## src/rtl/loader_pkg.sv

```systemverilog
`default_nettype none
// ============================================================================
// Module   : loader_pkg
// Brief    : Shared state types and default UART bit timing for uart_loader.
//            UART_LOADER_CSUM_EN adds the checksum state.
// Revision : 1.0
// ============================================================================
package loader_pkg;

  localparam int DEFAULT_CLKS_PER_BIT = 868;

  typedef enum logic [2:0] {
    S_LEN  = 3'd0,
    S_DATA = 3'd1,
`ifdef UART_LOADER_CSUM_EN
    S_CSUM = 3'd2,
`endif
    S_DONE = 3'd3,
    S_ERR  = 3'd4
  } loader_state_e;

  typedef enum logic [1:0] {
    RX_IDLE  = 2'd0,
    RX_START = 2'd1,
    RX_DATA  = 2'd2,
    RX_STOP  = 2'd3
  } rx_state_e;

endpackage
`default_nettype wire

```

## src/rtl/uart_rx_byte.sv

```systemverilog
`default_nettype none
// ============================================================================
// Module   : uart_rx_byte
// Brief    : 8N1 UART byte receiver with input synchronizer, mid-bit sampling,
//            start-glitch rejection and stop-bit framing check.
// Revision : 1.0
// ============================================================================
module uart_rx_byte
  import loader_pkg::*;
#(
  parameter int CLKS_PER_BIT = DEFAULT_CLKS_PER_BIT
) (
  input  logic       clk,
  input  logic       rstn,
  input  logic       rxd,
  output logic       byte_valid,
  output logic [7:0] byte_data,
  output logic       frame_err
);

  localparam int              CNT_W     = $clog2(CLKS_PER_BIT + 1);
  localparam logic [CNT_W-1:0] HALF_LAST = CNT_W'(CLKS_PER_BIT / 2 - 1);
  localparam logic [CNT_W-1:0] FULL_LAST = CNT_W'(CLKS_PER_BIT - 1);

  logic             sync1_q, sync2_q, prev_q;
  rx_state_e        state_q, state_d;
  logic [CNT_W-1:0] cnt_q, cnt_d;
  logic [2:0]       bit_q, bit_d;
  logic [7:0]       shift_q, shift_d;
  logic             valid_q, valid_d;
  logic             ferr_q, ferr_d;

  // Synchronizer and edge-history flops reset high so reset never looks like a start bit.
  always_ff @(posedge clk or negedge rstn) begin
    if (!rstn) begin
      sync1_q <= 1'b1;
      sync2_q <= 1'b1;
      prev_q  <= 1'b1;
      state_q <= RX_IDLE;
      cnt_q   <= '0;
      bit_q   <= '0;
      shift_q <= '0;
      valid_q <= 1'b0;
      ferr_q  <= 1'b0;
    end else begin
      sync1_q <= rxd;
      sync2_q <= sync1_q;
      prev_q  <= sync2_q;
      state_q <= state_d;
      cnt_q   <= cnt_d;
      bit_q   <= bit_d;
      shift_q <= shift_d;
      valid_q <= valid_d;
      ferr_q  <= ferr_d;
    end
  end

  always_comb begin
    state_d = state_q;
    cnt_d   = cnt_q;
    bit_d   = bit_q;
    shift_d = shift_q;
    valid_d = 1'b0;
    ferr_d  = 1'b0;
    case (state_q)
      RX_IDLE: begin
        cnt_d = '0;
        bit_d = '0;
        if (prev_q && !sync2_q) state_d = RX_START;
      end
      RX_START: begin
        if (cnt_q == HALF_LAST) begin
          cnt_d   = '0;
          // A line that is high again at mid-start was only a glitch.
          state_d = sync2_q ? RX_IDLE : RX_DATA;
        end else begin
          cnt_d = cnt_q + CNT_W'(1);
        end
      end
      RX_DATA: begin
        if (cnt_q == FULL_LAST) begin
          cnt_d   = '0;
          shift_d = {sync2_q, shift_q[7:1]};
          bit_d   = bit_q + 3'd1;
          if (bit_q == 3'd7) state_d = RX_STOP;
        end else begin
          cnt_d = cnt_q + CNT_W'(1);
        end
      end
      RX_STOP: begin
        if (cnt_q == FULL_LAST) begin
          cnt_d   = '0;
          state_d = RX_IDLE;
          valid_d = sync2_q;
          ferr_d  = !sync2_q;
        end else begin
          cnt_d = cnt_q + CNT_W'(1);
        end
      end
      default: state_d = RX_IDLE;
    endcase
  end

  assign byte_valid = valid_q;
  assign byte_data  = shift_q;
  assign frame_err  = ferr_q;

endmodule
`default_nettype wire

```

## src/rtl/uart_loader.sv

```systemverilog
`default_nettype none
// ============================================================================
// Module   : uart_loader
// Brief    : Loads a length-prefixed little-endian word stream from UART into
//            a BRAM port. UART_LOADER_CSUM_EN enables the trailing XOR check.
// Revision : 1.0
// ============================================================================
module uart_loader
  import loader_pkg::*;
#(
  parameter int CLKS_PER_BIT = DEFAULT_CLKS_PER_BIT,
  parameter int ADDR_W       = 20
) (
  input  logic              clk,
  input  logic              rstn,
  input  logic              rxd,
  output logic [ADDR_W-1:0] addra,
  output logic [31:0]       dina,
  output logic              wea,
  output logic              done,
  output logic              err
);

  localparam logic [32:0] MAX_WORDS = 33'd1 << ADDR_W;

  logic              byte_valid;
  logic              frame_err;
  logic [7:0]        rx_byte;

  loader_state_e     state_q, state_d;
  logic [1:0]        byte_cnt_q, byte_cnt_d;
  logic [23:0]       shift_q, shift_d;
  logic [ADDR_W-1:0] addra_q, addra_d;
  logic [ADDR_W-1:0] last_idx_q, last_idx_d;
  logic [31:0]       dina_q, dina_d;
  logic              wea_q, wea_d;
  logic              done_q, done_d;
  logic              err_q, err_d;
  logic [31:0]       word_w;
`ifdef UART_LOADER_CSUM_EN
  logic [7:0]        csum_q, csum_d;
`endif

  uart_rx_byte #(
    .CLKS_PER_BIT(CLKS_PER_BIT)
  ) u_rx (
    .clk       (clk),
    .rstn      (rstn),
    .rxd       (rxd),
    .byte_valid(byte_valid),
    .byte_data (rx_byte),
    .frame_err (frame_err)
  );

  // The incoming byte is the most significant of the word being completed.
  assign word_w = {rx_byte, shift_q};

  always_ff @(posedge clk or negedge rstn) begin
    if (!rstn) begin
      state_q    <= S_LEN;
      byte_cnt_q <= '0;
      shift_q    <= '0;
      addra_q    <= '0;
      last_idx_q <= '0;
      dina_q     <= '0;
      wea_q      <= 1'b0;
      done_q     <= 1'b0;
      err_q      <= 1'b0;
`ifdef UART_LOADER_CSUM_EN
      csum_q     <= '0;
`endif
    end else begin
      state_q    <= state_d;
      byte_cnt_q <= byte_cnt_d;
      shift_q    <= shift_d;
      addra_q    <= addra_d;
      last_idx_q <= last_idx_d;
      dina_q     <= dina_d;
      wea_q      <= wea_d;
      done_q     <= done_d;
      err_q      <= err_d;
`ifdef UART_LOADER_CSUM_EN
      csum_q     <= csum_d;
`endif
    end
  end

  always_comb begin
    state_d    = state_q;
    byte_cnt_d = byte_cnt_q;
    shift_d    = shift_q;
    addra_d    = addra_q;
    last_idx_d = last_idx_q;
    dina_d     = dina_q;
    wea_d      = 1'b0;
    done_d     = done_q;
    err_d      = err_q;
`ifdef UART_LOADER_CSUM_EN
    csum_d     = csum_q;
`endif

    if (wea_q) addra_d = addra_q + ADDR_W'(1);

    case (state_q)
      S_LEN: begin
        if (frame_err) begin
          state_d = S_ERR;
          err_d   = 1'b1;
        end else if (byte_valid) begin
          byte_cnt_d = byte_cnt_q + 2'd1;
          shift_d    = {rx_byte, shift_q[23:8]};
          if (byte_cnt_q == 2'd3) begin
            // N-1 always fits ADDR_W bits once N <= 2**ADDR_W is checked.
            last_idx_d = word_w[ADDR_W-1:0] - ADDR_W'(1);
            if ({1'b0, word_w} > MAX_WORDS) begin
              state_d = S_ERR;
              err_d   = 1'b1;
            end else if (word_w == 32'd0) begin
`ifdef UART_LOADER_CSUM_EN
              state_d = S_CSUM;
`else
              state_d = S_DONE;
              done_d  = 1'b1;
`endif
            end else begin
              state_d = S_DATA;
            end
          end
        end
      end
      S_DATA: begin
        if (frame_err) begin
          state_d = S_ERR;
          err_d   = 1'b1;
        end else if (byte_valid) begin
          byte_cnt_d = byte_cnt_q + 2'd1;
          shift_d    = {rx_byte, shift_q[23:8]};
`ifdef UART_LOADER_CSUM_EN
          csum_d     = csum_q ^ rx_byte;
`endif
          if (byte_cnt_q == 2'd3) begin
            wea_d  = 1'b1;
            dina_d = word_w;
          end
        end else if (wea_q && (addra_q == last_idx_q)) begin
`ifdef UART_LOADER_CSUM_EN
          state_d = S_CSUM;
`else
          state_d = S_DONE;
          done_d  = 1'b1;
`endif
        end
      end
`ifdef UART_LOADER_CSUM_EN
      S_CSUM: begin
        if (frame_err) begin
          state_d = S_ERR;
          err_d   = 1'b1;
        end else if (byte_valid) begin
          if (rx_byte == csum_q) begin
            state_d = S_DONE;
            done_d  = 1'b1;
          end else begin
            state_d = S_ERR;
            err_d   = 1'b1;
          end
        end
      end
`endif
      S_DONE: ;
      S_ERR:  ;
      default: begin
        state_d = S_ERR;
        err_d   = 1'b1;
      end
    endcase
  end

  assign addra = addra_q;
  assign dina  = dina_q;
  assign wea   = wea_q;
  assign done  = done_q;
  assign err   = err_q;

endmodule
`default_nettype wire

```

## config.mk

```make
export PLATFORM = sky130hd
export DESIGN_NAME = uart_loader
export DESIGN_NICKNAME = d
export VERILOG_FILES = /design/src/rtl/loader_pkg.sv /design/src/rtl/uart_rx_byte.sv /design/src/rtl/uart_loader.sv
export SDC_FILE = /design/constraint.sdc
export NUM_CORES = 1
export LEC_CHECK = 0
export ABC_AREA = 0
export CELL_PAD_IN_SITES_DETAIL_PLACEMENT = 0
export CELL_PAD_IN_SITES_GLOBAL_PLACEMENT = 1
export CORE_AREA = 2 2 124 126
export CTS_CLUSTER_DIAMETER = 100
export DETAILED_ROUTE_END_ITERATION = 8
export DIE_AREA = 0 0 126 128
export PLACE_DENSITY = 0.73
export SYNTH_ARGS = -nofsm -noshare
export SYNTH_HDL_FRONTEND = slang
export SYNTH_SLANG_ARGS = --single-unit
```

## constraint.sdc

```tcl
create_clock -name clk -period 2.5 [get_ports clk]
set_input_delay 0.75 -clock clk [delete_from_list [all_inputs] [get_ports clk]]
set_output_delay 0.75 -clock clk [all_outputs]
set_load 0.01 [all_outputs]
```

* After elaboration in Yosys (flattened, before gate mapping) *
Cells that the tools add are included.

operators by class
  add/sub/neg operators = 5
  magnitude comparators = 1
  equal/unequal tests = 30
  muxes and demuxes = 44
  bitwise operators = 2
  reduce and logical (&&, ||, !) cells = 20

operator list
  operator                                              count
  > comparator 32 x 21 -> 1 bit, second input constant  1
  logical NOT 32 bit                                    1
  one-hot mux 10 bit (3 select lines)                   1
  2-to-1 mux 3 bit                                      8
  2-to-1 mux 1 bit                                      21
  adder 20 x 1 -> 20 bit, second input constant         1
  == test 20 bit                                        1
  2-to-1 mux 10 bit                                     2
  subtractor 20 x 1 -> 20 bit, second input constant    1
  AND reduction 5 bit                                   3
  2-to-1 mux 2 bit                                      7
  != test 2 x 1 -> 1 bit, second input constant         7
  != test 2 bit, second input constant                  7
  adder 10 x 1 -> 10 bit, second input constant         1
  == test 10 bit, second input constant                 1
  == test 10 x 9 -> 1 bit, second input constant        1
  != test 3 x 2 -> 1 bit, second input constant         3
  one-hot mux 3 bit (3 select lines)                    1
  AND reduction 9 bit                                   1
  one-hot mux 2 bit (4 select lines)                    1
  AND reduction 4 bit                                   2
  == test 2 bit, second input constant                  3
  == test 3 bit, second input constant                  2
  one-hot mux 3 bit (2 select lines)                    1
  other kinds (18)                                      24

storage, ports and cells
  bits in registers = 132
  bits of input ports = 3
  logic and storage cells = 120

* Longest topological paths before layout *
Gate-level depths: netlist (run 1).

  depth after elaboration = 7
  depth in mapped cells = 7
  depth with buffers taken out = 7

* Modules after synthesis *
A second synthesis (run 1) with hierarchy kept.

second synthesis, totals
  cell total of the unflattened synthesis = 507
  area, all modules = 6209.7 um2

modules (own cells, without submodules)
  module        times used  cells an instance  area each (um2)  sequential area each (um2)
  uart_loader   1           392                4807.1           2602.5
  uart_rx_byte  1           115                1402.6           704.4

* Worst setup path before layout (run 1) *
Ideal clock, no wire load.

  kind = register -> register
  from = register shift_q[9]
  to = register last_idx_q[17]
  data arrival time = 1.914 ns
  data required time = 2.372 ns
  slack = 0.459 ns
  stages on the path, launching flop included = 7
  path buffers = 0
  cells stage by stage = dfrtp_1 -> or4_4 -> or3_4 -> or2_4 -> nor4_4 -> xnor2_1 -> o21ai_2

between the ends
  longest elaborated chain between the ends = 1

ends and longest elaborated chain
  what                         line                text
  start: declaration           uart_loader.sv:32   logic [23:0] shift_q, shift_d;
  start signal: assignment     uart_loader.sv:75   shift_q <= shift_d;
  subtractor 20 x 1 -> 20 bit  uart_loader.sv:114  last_idx_d = word_w[ADDR_W-1:0] - ADDR_W'(1);
  end signal: assignment       uart_loader.sv:77   last_idx_q <= last_idx_d;
  end: declaration             uart_loader.sv:34   logic [ADDR_W-1:0] last_idx_q, last_idx_d;

No other way between the ends.
A chain may end at the register's enable or synchronous reset.

* Worst setup path after layout (run 1) *
  from = register shift_q[11]
  to = register state_q[1]

between the ends
  longest elaborated chain between the ends = 7

ends and longest elaborated chain
  what                                                                   line                text
  branches (longest 2 deep; another with > comparator 32 x 21 -> 1 bit)  n/a
  2-to-1 mux 3 bit (*)                                                   uart_loader.sv:115  if ({1'b0, word_w} > MAX_WORDS) begin
  2-to-1 mux 3 bit (*)                                                   uart_loader.sv:112  if (byte_cnt_q == 2'd3) begin
  2-to-1 mux 3 bit (*)                                                   uart_loader.sv:109  end else if (byte_valid) begin
  2-to-1 mux 3 bit (*)                                                   uart_loader.sv:106  if (frame_err) begin
  one-hot mux 3 bit (3 select lines) (*)                                 uart_loader.sv:104  case (state_q)
  end signal: assignment                                                 uart_loader.sv:73   state_q <= state_d;
  end: declaration                                                       uart_loader.sv:30   loader_state_e state_q, state_d;

Every way passes the cells marked *. The select of a mux whose other input is x is not followed.

==> results.yml, run 1 <==
die:
  fp-row-count: 45
  die_area_um2: 16100
  die_x_um: 126
  core_area_um2: 14900
  ios: 58
  die_h_um: 128
  initial_core_util_pct: 39.0
pwr:
  p_total_mw: 4.85
  p_leak_nw: 3.51
  peakVddDrop_v: 0.000495
  power_density_nw_per_um2: 671
placement:
  gp_congestion: 0.799
  dp.cells: 775
  hpwl_um: 8500
  dpl_worst_slack_ns: 0.216
  port-buffer-count: 57
worst_setup_path:
  ff2ff_setup_slack_ns: 0.23
  cp.required_ns: 2.85
  cp-start-kind: "flip-flop"
  cp_max_fo: 5
  cp.arrival_ns: 2.61
  end_kind: "flip-flop"
  r2r-end: "state_q[1]"
  r2r_cells: 6
  path_class: "reg -> reg"
  r2r-start: "shift_q[11]"
synth:
  synth-seq-cells: 132
  yosysSeqAreaShare_pct: 57.0
  synthCells: 536
  synth_edf_count: 0
  synth_nets: 547
  synth_warnings: 0
  synthesis.area_um2: 5800
  synth_flop_cell: "dfrtp_1"
  async_flop_share_pct: 100
  yosys.cell_types.count: 48
  syn_area_per_cell_um2: 10.8
final_layout:
  layout_common_cells: "nand2_1, dfrtp_1, clkdlybuf4s50_1"
  multi_input_area_um2: 2390
  final_common_cell: "nand2_1"
  antenna_cells: 0
  seqCellArea_um2: 3310
  drive_gt1_share_pct: 14.1
  nFillCells: 1396
  syn_to_final_growth_pct: 24.6
  nNetsFinal: 617
  finalNonFillerCells: 807
clock_network:
  postCtsSetupBuffers: 0
  cts.sinks: 132
  clkTransAtPathRegs_ns: 0.06
  post_cts_resized: 0
  hold_buffers: 0
  cts_buffers: 17
  htreeDepth: 4
  cts_root_buffer: "clkbuf_16"
  cts_tree: "yes"
  clk_latency_ns: 0.42
  ctsLongestPathBuffers: 2
sta:
  hold_viol: 0
  finalCritPeriodShare_pct: 90.6
  setup-violations-final: 0
  fin_crit_ns: 2.27
  worst_pin_slew_ns: 0.473
  clock_skew_ns: 0.00614
  setup_ws_ns: 0.234
  slew_headroom_pct: 68.2
  fmax_mhz: 441
  rsz0062_at_grt: "false"
  drv_slew: 0
  setup-tns-final_ns: 0
global_route:
  antenna_found_initial: 0
  gr-total-overflow: 0
  grt_pass1_vias: 4118
  grt_pass1_wl_um: 21000
  grt_max_degree: 63
  grt_usage_pct: 16.5
drt:
  drc: 0
  vias: 3991
  routedWlPerCell_um: 15.0
  ant_nets: 0
  viasPerCell: 4.95
  first_pass_iters: 4
  routed_wl_um: 12100
  drt_iter0_markers: 167
status:
  status: "completed"
flow_run:
  drv_cap: 0
hold_path:
  hold_class: "in -> async"
worst max-delay path by stage:
stage | start | to | slack, ns | cells past startpoint
finish | shift_q[11] | state_q[1] | 0.23 | 6
global placement | shift_q[9] | state_q[1] | 0.29 | 6
global route | shift_q[9] | state_q[1] | 0.11 | 6
detailed placement | shift_q[11] | state_q[1] | 0.22 | 6
floorplan | shift_q[9] | last_idx_q[17] | 0.46 | 6
CTS | shift_q[11] | state_q[1] | 0.23 | 6
cell type report:
cell class	count	share of cell area (%)
inverters	6	0.312
well taps	188	3.26
flip-flops and latches	132	45.8
repair buffers	69	9.63
clock buffers	23	6.48
clock inverters	9	1.44
multi-input cells	380	33.1
cell usage after synthesis (3+ instances only):
| cell | count | area [µm²] |
|---|---|---|
| a22o_1 | 3 | 26.3 |
| a31oi_1 | 3 | 18.8 |
| and3_1 | 9 | 56.3 |
| clkbuf_1 | 15 | 56.3 |
| dfrtp_1 | 129 | 3230 |
| dfstp_2 | 3 | 78.8 |
| ha_1 | 8 | 100 |
| inv_1 | 6 | 22.5 |
| mux2_2 | 34 | 383 |
| nand2_1 | 133 | 499 |
| nand3_1 | 14 | 70.1 |
| nand4_1 | 11 | 68.8 |
| nor2_1 | 27 | 101 |
| nor3_1 | 6 | 30.0 |
| nor3_2 | 3 | 30.0 |
| nor3b_1 | 3 | 22.5 |
| nor4_1 | 7 | 43.8 |
| o21ai_0 | 20 | 100 |
| o21ai_1 | 4 | 20.0 |
| or2_1 | 3 | 18.8 |
| xnor2_1 | 45 | 394 |
| xor2_1 | 18 | 158 |
state kept, by name, summed over array words and instances, names as in the netlist, named ones only:
signal,count
dina,32
shift_q,24
addra,20
last_idx_q,20
u_rx.cnt_q,10
u_rx.byte_data,8
state_q,3
u_rx.bit_q,3
byte_cnt_q,2
done,1
err,1
u_rx.byte_valid,1
u_rx.frame_err,1
u_rx.prev_q,1
u_rx.state_q,1
u_rx.sync1_q,1
u_rx.sync2_q,1
wea,1
where the power goes:
group | leakage (nW) | switching [mW] | internal [mW]
Clock | 0.277 | 0.899 | 1.51
Sequential | 1.83 | 0.0449 | 2.18
Combinational | 1.40 | 0.139 | 0.0741
Total | 3.51 | 1.08 | 3.76
per-layer routing:
| layer | wire length (µm) | part of all wire (%) | global-route usage [%] | vias up |
|---|---|---|---|---|
| met5 | 0 | 0 | 0 | - |
| met4 | 238 | 2.0 | 6.46 | 0 |
| met3 | 417 | 3.5 | 4.72 | 19 |
| met2 | 5440 | 45 | 24.9 | 68 |
| met1 | 5990 | 50 | 22.7 | 1951 |
| li1 | - | - | - | 1953 |
cell families after synthesis:
family | Yosys count | share of synthesized area [%]
AND/OR/NAND/NOR | 230 | 18.4
flip-flops | 132 | 57.0
XOR/XNOR | 63 | 9.52
AO/OA/AOI/OAI | 44 | 4.81
multiplexers | 35 | 6.78
buffers and inverters | 24 | 1.70
adder cells (fa/ha/maj) | 8 | 1.73
worst max-delay path: stages, from the launching register on:
cell and delay [ns]:
dfrtp_1 0.43, or4_4 0.57, or3_4 0.36, nor3_2 0.23, o221ai_2 0.19, a311oi_1 0.27
o21bai_1 0.15
stage by stage:
| step | utilization, % | hold WS [ns] | instance area [µm²] |
|---|---|---|---|
| CTS | 48.6 | 0.242 | 7220 |
| global route | 48.6 | 0.251 | 7220 |
| global placement | 44.8 | 0.346 | 6650 |
| detailed placement | 44.8 | 0.352 | 6650 |
| finish | 48.6 | 0.243 | 7220 |
| floorplan | - | 0.345 | 5800 |
No activity file was read; power rests on OpenSTA's default activity.
==> run 2: changes to the inputs <==
--- a/config.mk
+++ b/config.mk
@@ -13,6 +13,7 @@
 export DETAILED_ROUTE_END_ITERATION = 8
 export DIE_AREA = 0 0 126 128
 export PLACE_DENSITY = 0.73
+export SETUP_SLACK_MARGIN = 0.5
 export SYNTH_ARGS = -nofsm -noshare
 export SYNTH_HDL_FRONTEND = slang
 export SYNTH_SLANG_ARGS = --single-unit
==> run 2 against run 1 <==
Power up 3.6%. Critical path depth is the same. Setup slack better by 0.13 ns. Critical endpoint unchanged. Hold slack lost 0.018 ns. Via count is 2.1% higher. Combinational power increased by 2%. Flip-flop and latch count is the same. Register-to-register slack better by 0.13 ns.
==> results.yml, run 2 (synthesis gave the netlist of run 1 again) <==
status:
  status: "completed"
worst_setup_path:
  crit_chain: "or4_4, or3_4, nor3_4, o221ai_2, a311oi_2, o21bai_1"
  path_delay_family: "simple AND/OR/NAND/NOR gates"
  cp.required_ns: 2.84
  ff2ff_setup_slack_ns: 0.36
  r2r-start: "shift_q[11]"
  slowest_stage: "or4_4"
  cp_max_fo: 3
  r2r-end: "state_q[1]"
  r2r_cells: 6
  cp-start-kind: "flip-flop"
  path_buf_inv: 0
  end_kind: "flip-flop"
  cp.arrival_ns: 2.48
  cpPeakStageDelay_ns: 0.54
  path_class: "reg -> reg"
pwr:
  peakVddDrop_v: 0.000464
  pwr-share-clk_pct: 51.2
  seqPwrFrac_pct: 44.5
  p_comb_share_pct: 4.3
  power_density_nw_per_um2: 665
  switching_power_mw: 1.12
  p_leak_nw: 3.96
  swShare_pct: 22.3
  intPower_mw: 3.90
die:
  ios: 58
  die_h_um: 128
  fp-row-count: 45
  die_x_um: 126
  die_area_um2: 16100
  core_area_um2: 14900
  initial_core_util_pct: 39.0
global_route:
  antenna_found_initial: 0
  gr-total-overflow: 0
  grt_usage_pct: 16.6
  grt_max_degree: 65
  grt_pass1_vias: 4217
  grt_pass1_wl_um: 21200
clock_network:
  clk_latency_ns: 0.42
  ctsLongestPathBuffers: 2
  htreeDepth: 4
  cts_root_buffer: "clkbuf_16"
  cts_buffers: 17
  cts.sinks: 132
  hold_buffers: 0
  clkTransAtPathRegs_ns: 0.06
  cts_tree: "yes"
sta:
  worst_pin_slew_ns: 0.434
  setup-violations-final: 0
  fin_crit_ns: 2.14
  fmax_mhz: 468
  clock_skew_ns: 0.00963
  hold_viol: 0
  drv_slew: 0
  finalCritPeriodShare_pct: 85.5
  setup-tns-final_ns: 0
  slew_headroom_pct: 71.1
  rsz0062_at_grt: "true"
final_layout:
  largest_register_ffs: 32
  finalNonFillerCells: 831
  drive_gt1_share_pct: 23.3
  antenna_cells: 0
  fin_util_pct: 50.8
  final_common_cell: "nand2_1"
  layout_common_cells: "nand2_1, dfrtp_1, dlygate4sd2_1"
  nNetsFinal: 641
  syn_to_final_growth_pct: 30.1
placement:
  gp_congestion: 0.834
  port-buffer-count: 57
  dp.cells: 775
  hpwl_um: 8360
hold_path:
  hold_class: "in -> async"
drt:
  drt_iter0_markers: 156
  routed_wl_um: 12600
  drc: 0
  vias: 4073
  first_pass_iters: 4
  viasPerCell: 4.90
  ant_nets: 0
  routedWlPerCell_um: 15.2
flow_run:
  drv_cap: 0
-- run 2: repair_timing --
| action | CTS | global route |
|---|---|---|
| gates resized for setup | 76 | 21 |
| endpoints found under the setup margin | 65 | 20 |
| endpoints found under the hold margin | 0 | 0 |
| setup buffers | 15 | 8 |
| pin swaps | 5 | 9 |
| cloned | 0 | 1 |
-- run 2: metrics by stage --
stage	worst slack, ns	area, µm²	total power [mW]	hold slack, ns
3_5_place_dp	0.287	6650	2.47	0.349
5_1_grt	0.258	7540	5.22	0.240
2_1_floorplan	0.466	5810	2.37	0.345
6_report	0.363	7540	5.02	0.225
3_3_place_gp	0.354	6650	2.47	0.348
4_1_cts	0.311	7370	5.07	0.223
-- run 2: power groups by stage --
| stage | Sequential (mW) | Clock (mW) | Combinational [mW] |
|---|---|---|---|
| after floorplan | 2.25 | 0 | 0.122 |
| after global placement | 2.26 | 0 | 0.214 |
| after detailed placement | 2.26 | 0 | 0.217 |
| after CTS | 2.22 | 2.64 | 0.216 |
| after global routing | 2.24 | 2.73 | 0.252 |
| final | 2.23 | 2.57 | 0.217 |
-- run 2: area by class of cell --
class	instances	area, µm²
clock buffers	20	467
clock inverters	12	154
fillers	1372	7320
inverters	6	22.5
multi-input cells	380	2540
flip-flops and latches	132	3330
well taps	188	235
repair buffers	93	803
-- run 2: worst reg2reg max path, stage by stage, from the launching register on --
cell      delay, ns
dfrtp_1        0.38
or4_4          0.54
or3_4          0.37
nor3_4         0.22
o221ai_2       0.15
a311oi_2       0.26
o21bai_1       0.15
-- run 2: worst max-delay path by stage --
stage,start,to,cells past startpoint
after floorplan,shift_q[9],last_idx_q[17],6
after global routing,shift_q[11],state_q[1],6
after CTS,addra[0],addra[0],1
final,shift_q[11],state_q[1],6
after detailed placement,shift_q[9],state_q[1],6
after global placement,shift_q[9],state_q[1],6
-- run 2: metal layers --
layer / global-route usage [%] / up-vias / share of wire (%)
li1: - / 2012 / -
met1: 22.5 / 1974 / 47
met2: 25.9 / 75 / 47
met3: 4.92 / 12 / 4.0
met4: 5.24 / 0 / 1.3
met5: 0 / - / 0
==> run 3: changes to the inputs <==
--- a/config.mk
+++ b/config.mk
@@ -10,6 +10,7 @@
 export CELL_PAD_IN_SITES_GLOBAL_PLACEMENT = 1
 export CORE_AREA = 2 2 124 126
 export CTS_CLUSTER_DIAMETER = 100
+export CTS_CLUSTER_SIZE = 16
 export DETAILED_ROUTE_END_ITERATION = 8
 export DIE_AREA = 0 0 126 128
 export PLACE_DENSITY = 0.73
==> results of run 3 <==
No change in the layout: final DEF, timing and power equal those of run 2.
